--- src/rtl/mult_pkg.sv ---
// Shared definitions for the multiplier arbiter: FSM state encoding and default operand widths.
package mult_pkg;

  localparam int unsigned DEF_INPUT1_WIDTH = 4;
  localparam int unsigned DEF_INPUT2_WIDTH = 5;

  typedef enum logic [1:0] {
    IDLE  = 2'd0,
    ISSUE = 2'd1,
    WAIT  = 2'd2,
    RESP  = 2'd3
  } state_t;

endpackage

--- src/rtl/rr_arbiter.sv ---
// Round-robin selector: one-hot grant to the first requester after ptr, wrapping around.
module rr_arbiter #(
  parameter int unsigned NUM_REQ = 4
) (
  input  logic [NUM_REQ-1:0]         req,
  input  logic [$clog2(NUM_REQ)-1:0] ptr,
  output logic [NUM_REQ-1:0]         grant
);

  localparam int unsigned ID_W = $clog2(NUM_REQ);

  logic [ID_W-1:0] idx;
  logic            found;

  // Scan ptr+1 .. ptr+NUM_REQ so the last granted index has lowest priority.
  always_comb begin
    grant = '0;
    found = 1'b0;
    idx   = '0;
    for (int unsigned i = 1; i <= NUM_REQ; i++) begin
      idx = ID_W'((32'(ptr) + i) % NUM_REQ);
      if (!found && req[idx]) begin
        grant[idx] = 1'b1;
        found      = 1'b1;
      end
    end
  end

endmodule

--- src/rtl/mult_arbiter.sv ---
// Round-robin arbiter sharing one external multiplier among NUM_REQ requesters, one op in flight.
// Optional MULT_ARBITER_STATS_EN adds a 16-bit completed-operation counter output op_count.
module mult_arbiter
  import mult_pkg::*;
#(
  parameter int unsigned INPUT1_WIDTH = DEF_INPUT1_WIDTH,
  parameter int unsigned INPUT2_WIDTH = DEF_INPUT2_WIDTH,
  parameter int unsigned NUM_REQ      = 4,
  parameter int unsigned MULT_LATENCY = 2
) (
  input  logic                                 clk,
  input  logic                                 rst_n,
  input  logic [NUM_REQ-1:0]                   req_valid,
  input  logic [NUM_REQ*INPUT1_WIDTH-1:0]      req_a,
  input  logic [NUM_REQ*INPUT2_WIDTH-1:0]      req_b,
  output logic [NUM_REQ-1:0]                   req_ready,
  output logic [INPUT1_WIDTH-1:0]              mult_a,
  output logic [INPUT2_WIDTH-1:0]              mult_b,
  input  logic [INPUT1_WIDTH+INPUT2_WIDTH-1:0] mult_p,
  output logic                                 resp_valid,
  output logic [$clog2(NUM_REQ)-1:0]           resp_id,
  output logic [INPUT1_WIDTH+INPUT2_WIDTH-1:0] resp_p,
  input  logic                                 resp_ready
`ifdef MULT_ARBITER_STATS_EN
  ,
  output logic [15:0]                          op_count
`endif
);

  localparam int unsigned ID_W  = $clog2(NUM_REQ);
  localparam int unsigned P_W   = INPUT1_WIDTH + INPUT2_WIDTH;
  localparam int unsigned CNT_W = 4;

  state_t                  state, state_next;
  logic [ID_W-1:0]         ptr, ptr_next;
  logic [ID_W-1:0]         id_q, id_next;
  logic [CNT_W-1:0]        cnt, cnt_next;
  logic [INPUT1_WIDTH-1:0] mult_a_next;
  logic [INPUT2_WIDTH-1:0] mult_b_next;
  logic                    resp_valid_next;
  logic [ID_W-1:0]         resp_id_next;
  logic [P_W-1:0]          resp_p_next;
`ifdef MULT_ARBITER_STATS_EN
  logic [15:0]             op_count_next;
`endif

  logic [NUM_REQ-1:0]      grant;
  logic [ID_W-1:0]         grant_idx;
  logic [INPUT1_WIDTH-1:0] sel_a;
  logic [INPUT2_WIDTH-1:0] sel_b;
  logic                    accept;

  rr_arbiter #(.NUM_REQ(NUM_REQ)) u_rr (
    .req   (req_valid),
    .ptr   (ptr),
    .grant (grant)
  );

  // Grant is only offered while idle and out of reset.
  assign req_ready = (state == IDLE && rst_n) ? grant : '0;
  assign accept    = |(req_valid & req_ready);

  // Encode the one-hot grant and mux out the winner's operands.
  always_comb begin
    grant_idx = '0;
    sel_a     = '0;
    sel_b     = '0;
    for (int i = 0; i < NUM_REQ; i++) begin
      if (grant[i]) begin
        grant_idx = ID_W'(i);
        sel_a     = req_a[i*INPUT1_WIDTH +: INPUT1_WIDTH];
        sel_b     = req_b[i*INPUT2_WIDTH +: INPUT2_WIDTH];
      end
    end
  end

  always_comb begin
    state_next      = state;
    ptr_next        = ptr;
    id_next         = id_q;
    cnt_next        = cnt;
    mult_a_next     = mult_a;
    mult_b_next     = mult_b;
    resp_valid_next = resp_valid;
    resp_id_next    = resp_id;
    resp_p_next     = resp_p;
`ifdef MULT_ARBITER_STATS_EN
    op_count_next   = op_count;
`endif
    case (state)
      IDLE: begin
        if (accept) begin
          mult_a_next = sel_a;
          mult_b_next = sel_b;
          id_next     = grant_idx;
          ptr_next    = grant_idx;
          state_next  = ISSUE;
        end
      end
      ISSUE: begin
        cnt_next   = CNT_W'(MULT_LATENCY - 1);
        state_next = WAIT;
      end
      WAIT: begin
        if (cnt == '0) begin
          resp_p_next     = mult_p;
          resp_id_next    = id_q;
          resp_valid_next = 1'b1;
          state_next      = RESP;
        end else begin
          cnt_next = cnt - CNT_W'(1);
        end
      end
      RESP: begin
        if (resp_ready) begin
          resp_valid_next = 1'b0;
          state_next      = IDLE;
`ifdef MULT_ARBITER_STATS_EN
          op_count_next   = op_count + 16'd1;
`endif
        end
      end
      default: state_next = IDLE;
    endcase
  end

  always_ff @(posedge clk) begin
    if (!rst_n) begin
      state      <= IDLE;
      ptr        <= ID_W'(NUM_REQ - 1);
      id_q       <= '0;
      cnt        <= '0;
      mult_a     <= '0;
      mult_b     <= '0;
      resp_valid <= 1'b0;
      resp_id    <= '0;
      resp_p     <= '0;
`ifdef MULT_ARBITER_STATS_EN
      op_count   <= '0;
`endif
    end else begin
      state      <= state_next;
      ptr        <= ptr_next;
      id_q       <= id_next;
      cnt        <= cnt_next;
      mult_a     <= mult_a_next;
      mult_b     <= mult_b_next;
      resp_valid <= resp_valid_next;
      resp_id    <= resp_id_next;
      resp_p     <= resp_p_next;
`ifdef MULT_ARBITER_STATS_EN
      op_count   <= op_count_next;
`endif
    end
  end

endmodule

--- config.mk ---
export PLATFORM = sky130hd
export DESIGN_NAME = mult_arbiter
export DESIGN_NICKNAME = d
export VERILOG_FILES = /design/src/rtl/mult_pkg.sv /design/src/rtl/rr_arbiter.sv /design/src/rtl/mult_arbiter.sv
export SDC_FILE = /design/constraint.sdc
export NUM_CORES = 1
export LEC_CHECK = 0
export CAP_MARGIN = 20
export CORE_MARGIN = 10
export CORE_UTILIZATION = 30
export CTS_CLUSTER_DIAMETER = 50
export CTS_CLUSTER_SIZE = 40
export DETAILED_ROUTE_END_ITERATION = 12
export GPL_ROUTABILITY_DRIVEN = 0
export PLACE_DENSITY_LB_ADDON = 0.15
export SYNTH_ARGS = -nofsm -noshare
export SYNTH_HDL_FRONTEND = slang
export SYNTH_SLANG_ARGS = --single-unit
export TNS_END_PERCENT = 1
--- constraint.sdc ---
create_clock -name clk -period 9.01 [get_ports clk]
set_clock_uncertainty 0.2 [all_clocks]
set_input_delay 1.802 -clock clk [delete_from_list [all_inputs] [get_ports clk]]
set_output_delay 1.802 -clock clk [all_outputs]
set_load 0.03 [all_outputs]
# After elaboration in Yosys (flattened, before gate mapping)
# Index checks and enable logic that the tools add are counted.
op_classes:
  bitwise: 4
  magnitude_cmp: 8
  mux: 44
  n_addsub: 5
  n_eq_ne: 7
  reduce_logical: 21
op_table:
  columns: ["cell", "count"]
  rows:
  - ["two-way mux 4 bit", 10]
  - ["two-way mux 5 bit", 4]
  - ["two-way mux 1 bit", 14]
  - ["< comparator 2 x 3 -> 1 bit, second input constant", 4]
  - ["OR 4 bit", 3]
  - ["two-way mux 2 bit", 5]
  - ["binary-select mux 1 bit (select 2 bit)", 4]
  - ["demux 1 bit (select 2 bit)", 4]
  - ["greater-or-equal comparator 2 x 1 -> 1 bit, second input constant", 4]
  - ["logical AND 1 bit", 8]
  - ["inequality test 2 bit, second input constant", 4]
  - ["one-hot mux 2 bit (4 select lines)", 1]
  - ["one-hot mux 4 bit (2 select lines)", 1]
  - ["AND reduction 2 bit", 3]
  - ["AND reduction 3 bit", 2]
  - ["adder 2 x 1 -> 2 bit, second input constant", 2]
  - ["adder 2 bit, second input constant", 2]
  - ["AND 4 bit", 1]
  - ["equality test 2 bit, second input constant", 2]
  - ["logical NOT 4 bit", 1]
  - ["nonzero test 2 bit", 2]
  - ["OR reduction 4 bit", 1]
  - ["subtractor 4 x 1 -> 4 bit, second input constant", 1]
  - ["logical NOT 1 bit", 3]
  - ["3 further kinds", 3]
word_totals:
  input_bits: 52
  output_inout_bits: 25
  word_cells: 98
  register_bits: 31

# Longest topological paths before layout
depth:
  ltp_word: 18
  ltp_mapped: 12
  ltp_nobuf: 9

# Modules after synthesis
# From an unflattened synthesis, not the netlist that was laid out.
hier_totals:
  hier_cells: 224
  area_unflattened_um2: 1909.3
modules_own_cells:
  columns: ["module", "instances", "cells_each", "seq_area_each_um2", "area_per_inst_um2"]
  rows:
  - ["mult_arbiter", 1, 186, 620.6, 1551.5]
  - ["rr_arbiter", 1, 38, 0.0, 357.8]

# Worst setup path before layout
# Ideal clock, no wire load.
synth_timing:
  path_kind: "input to output"
  from: "input port req_valid[2]"
  to: "output port req_ready[3]"
  n_path_buf: 1
  path_slack_ns: 3.215
  path_stages: 6
  t_required_ns: 7.008
  arrival_ns: 3.793
  path_cell_list: "mux4_2 -> nor4b_2 -> and2_1 -> or3_1 -> clkbuf_1 -> nor2b_1"
synth_between:
  elab_chain_len: 13
  elab_cells_between_ends: 25
  classes_between: "mux: 16; bitwise: 3; reduce/logical: 6"
synth_lines:
  columns: ["item", "line_no", "rtl"]
  rows:
  - ["from (decl)", "mult_arbiter.sv:13", "input logic [NUM_REQ-1:0] req_valid,"]
  - ["binary-select mux 1 bit (select 2 bit)", "rr_arbiter.sv:22", "if (!found && req[idx]) begin"]
  - ["two-way mux 1 bit (not written as such)", "rr_arbiter.sv:22", null]
  - ["two-way mux 1 bit", "rr_arbiter.sv:22", null]
  - ["logical NOT 1 bit", "rr_arbiter.sv:22", null]
  - ["logical AND 1 bit", "rr_arbiter.sv:22", null]
  - ["two-way mux 1 bit", "rr_arbiter.sv:22", null]
  - ["logical NOT 1 bit", "rr_arbiter.sv:22", null]
  - ["logical AND 1 bit", "rr_arbiter.sv:22", null]
  - ["two-way mux 1 bit", "rr_arbiter.sv:22", null]
  - ["logical NOT 1 bit", "rr_arbiter.sv:22", null]
  - ["logical AND 1 bit", "rr_arbiter.sv:22", null]
  - ["two-way mux 4 bit *", "rr_arbiter.sv:22", null]
  - ["two-way mux 4 bit *", "mult_arbiter.sv:60", "assign req_ready = (state == IDLE && rst_n) ? grant : '0;"]
  - ["to (decl)", "mult_arbiter.sv:16", "output logic [NUM_REQ-1:0] req_ready,"]
# Every way passes the cells marked *; elsewhere a longest branch is shown, timed or not. The select of a mux whose other input is x is not followed.

# Worst setup path after layout
layout_timing:
  from: "input port req_valid[3]"
  to: "output port req_ready[3]"
# The elaborated chain is that of the path after synthesis.

==> qor.tcl <==
set qor(result_of_the_run) {completed}
set qor(setup-violations-final) 0
set qor(maxCapViolCount) 0
set qor(syn-instance-count) 217
set qor(synth.distinct_cells) 42
set qor(drt_wl_total_mm) 5.628
set qor(die_h_um) 99.91
set qor(post_cts_hold_buffer_count) 0
set qor(period_share_pct) 78.32
set qor(num_cts_buffers) 5
set qor(timing.critical_path.fanout_max) 21
set qor(synth_top_area_share_pct) 32.40
set qor(worst-setup-path-type) {in -> out}
set qor(power_density_mw_per_mm2) 304.6
set qor(finalWorstPathRequiredPeriod_ns) 7.057
set qor(swShare_pct) 42.46
set qor(post_cts_resized) 0
set qor(final_cells) 368
set qor(fin_nets) 355
set qor(p_clk_share_pct) 16.7
set qor(final_common_cell) {clkdlybuf4s50_1}
set qor(number_of_synthesized_flops_with_an_enable_pin) 0
set qor(n_antenna_cell) 0
set qor(port_buffers) 76
set qor(yosys_warnings) 0
set qor(hold_slack_ns) 0.2551
set qor(switchingPower_w) 0.0003657
set qor(syn_area_mm2) 0.001916
set qor(async_reset_ff_share_pct) 0
set qor(synth_area_per_cell_um2) 8.828
set qor(fmax_ghz) 0.1417
set qor(post_synth_main_area_contributors) {dfxtp_1, ha_1, nand2_1, a32o_2, a221o_1}
set qor(most_used_cells_in_the_layout_excluding_fill_and_tap_cells) {clkdlybuf4s50_1, nand2_1, dfxtp_1}
set qor(pin_count_of_the_biggest_net_entering_global_routing) 22
set qor(drc) 0
set qor(synth.largest_area_cell) {dfxtp_1}
set qor(synth-seq-cells) 31
set qor(grt.total_usage_pct) 11.25
set qor(power.total_w) 0.0008613
set qor(clock_sink_count) 31
set qor(first_iter_violations) 58
set qor(hp-class) {reg -> reg}
set qor(clk_path_buf_depth) 2
set qor(maxSlewHeadroom_pct) 46.93
set qor(cts.root.buffer_cell) {clkbuf_8}
set qor(timing.critical_path.to_type) {output port}
set qor(final_max_slew_viol_count) 0
set qor(rsz_0062_raised_after_global_routing) {false}
set qor(core_mm2) 0.006277
set qor(seq_area_frac_synth_pct) 32.40
set qor(drt.antenna.violating_nets) 0
set qor(initial_core_util_pct) 30.52
set qor(startpoint_type) {input port}
set qor(area_growth_syn_to_layout_pct) 47.62
set qor(num_io_pins) 77
set qor(vdd.ir_drop.worst_mv) 0.1054
set qor(place_inst) 360
set qor(first_pass_grt_wire_length_mm) 9.266
set qor(total_leakage_power_nw) 1.171
set qor(die-area_mm2) 0.009982
set qor(power_report.internal_total_w) 0.0004956
set qor(globalRouteOverflowTotal) 0
set qor(cts_h_tree_depth) 2
set qor(setup_tns_ns) 0
set qor(avgRoutedWirePerCell_um) 15.29
set qor(dr_total_vias) 1825
set qor(synth_nets) 282
set qor(worstMarginPinSlew_ns) 0.7960
set qor(number_of_antenna_violations_at_the_first_check_in_global_routing) 0
set qor(final_hold_viol_count) 0
set qor(timing.critical_path.required_ns) 7.01
set qor(cts_post_setup_buffers_inserted) 0
set qor(vias_in_the_first_global_route) 1896
set qor(fp-row-count) 29
set qor(post_drt_via_cell_ratio) 4.959
set qor(clkSlewWorstSetupHoldPaths_ns) 0.07
set qor(layout-drive-gt1-share_pct) 10.65
set qor(cts_tree) {done}
set qor(post-dp-hpwl_mm) 4.269
set qor(clk-insertion-delay-late_ns) 0.28
set qor(worst_ep_arrival_time_ns) 5.05
set qor(power_frac_seq_pct) 23.9
set qor(drt_pass1_iterations) 4
set qor(share_of_power_burned_in_combinational_logic_pct) 59.5
set qor(ys_dominant_reg_cell) {dfxtp_1}
set qor(die_x_um) 99.91
-- power groups by stage --
stage | sequential, W | combinational [W] | clock [W]
after detailed placement | 0.000208 | 0.000515 | 0
after global placement | 0.000208 | 0.000520 | 0
after global routing | 0.000212 | 0.000565 | 0.000153
final | 0.000206 | 0.000512 | 0.000143
after floorplan | 0.000252 | 0.000330 | 0
after CTS | 0.000206 | 0.000520 | 0.000147
-- registers in the layout (all words and copies together), names as in the netlist, 2 cells and up --
name and count:
mult_a 4, mult_b 5, id_q 2, cnt 4
resp_p 9, state 2, resp_id 2, ptr 2
-- worst paths after layout --
path           startpoint            to  slack, ns  depth (start not counted)
max          req_valid[3]  req_ready[3]       1.95                          7
max reg2reg        ptr[0]     mult_a[0]       5.15                          9
min               id_q[0]    resp_id[0]       0.26                          2
min reg2reg       id_q[0]    resp_id[0]       0.26                          2
-- logic make-up (layout without fill, tap and decap cells) --
| group | count (synthesis) | count (layout) | synth area share (%) |
|---|---|---|---|
| flops | 31 | 31 | 32.40 |
| mux | 4 | 4 | 4.703 |
| fa+ha+maj | 13 | 13 | 8.491 |
| compound gates | 64 | 64 | 25.48 |
| xor+xnor | 1 | 1 | 0.4573 |
| buf+inv | 19 | 93 | 5.029 |
| simple gates | 85 | 85 | 23.45 |
-- area by class of cell --
type / instances / area, µm²
inverter: 9 / 33.78
clock buffer: 6 / 82.58
timing repair buffer: 76 / 760.7
fill: 616 / 3450
sequential: 31 / 620.6
multi-input combinational: 167 / 1199
clock inverter: 2 / 35.03
tap: 77 / 96.34
-- Yosys cell counts, types with 2 or more instances --
cell type and instances:
a32o_2 9, nor2b_1 3, nor3b_1 2, inv_1 9
nand4_1 2, clkbuf_1 5, and2_1 2, buf_2 2
or3_1 3, nor4_1 2, dfxtp_1 31, a22o_2 2
a221o_1 9, a21oi_1 16, mux4_2 4, nor3_1 2
a21o_1 8, nand2b_1 11, o31ai_1 4, ha_1 13
and3_1 2, nand2_1 33, buf_6 3, nor2_1 13
o21ai_0 10
-- per-layer routing --
metal | routed length, µm | global-route usage [%] | share of wire, %
met1 | 2691 | 14.04 | 48
met2 | 2410 | 16.48 | 43
met4 | 74 | 3.969 | 1.3
met3 | 451 | 5.288 | 8.0
met5 | 0 | 0 | 0
-- critical path, cell delays in order --
cell and delay, ns:
clkdlybuf4s50_1 0.49, mux4_2 0.60, nor3b_1 0.46, and2_2 0.23, or3_1 0.57, nor2b_1 0.21
clkdlybuf4s50_1 0.68
-- through the flow --
step | setup WS, ns | util (%) | instance area (µm²)
final | 1.953 | 45.05 | 2828
after global routing | 1.762 | 45.05 | 2828
after CTS | 1.953 | 45.05 | 2828
after detailed placement | 1.981 | 43.17 | 2710
after global placement | 2.004 | 43.17 | 2710
after floorplan | 3.215 | - | 1916
Power figures use the tool's default switching activity.
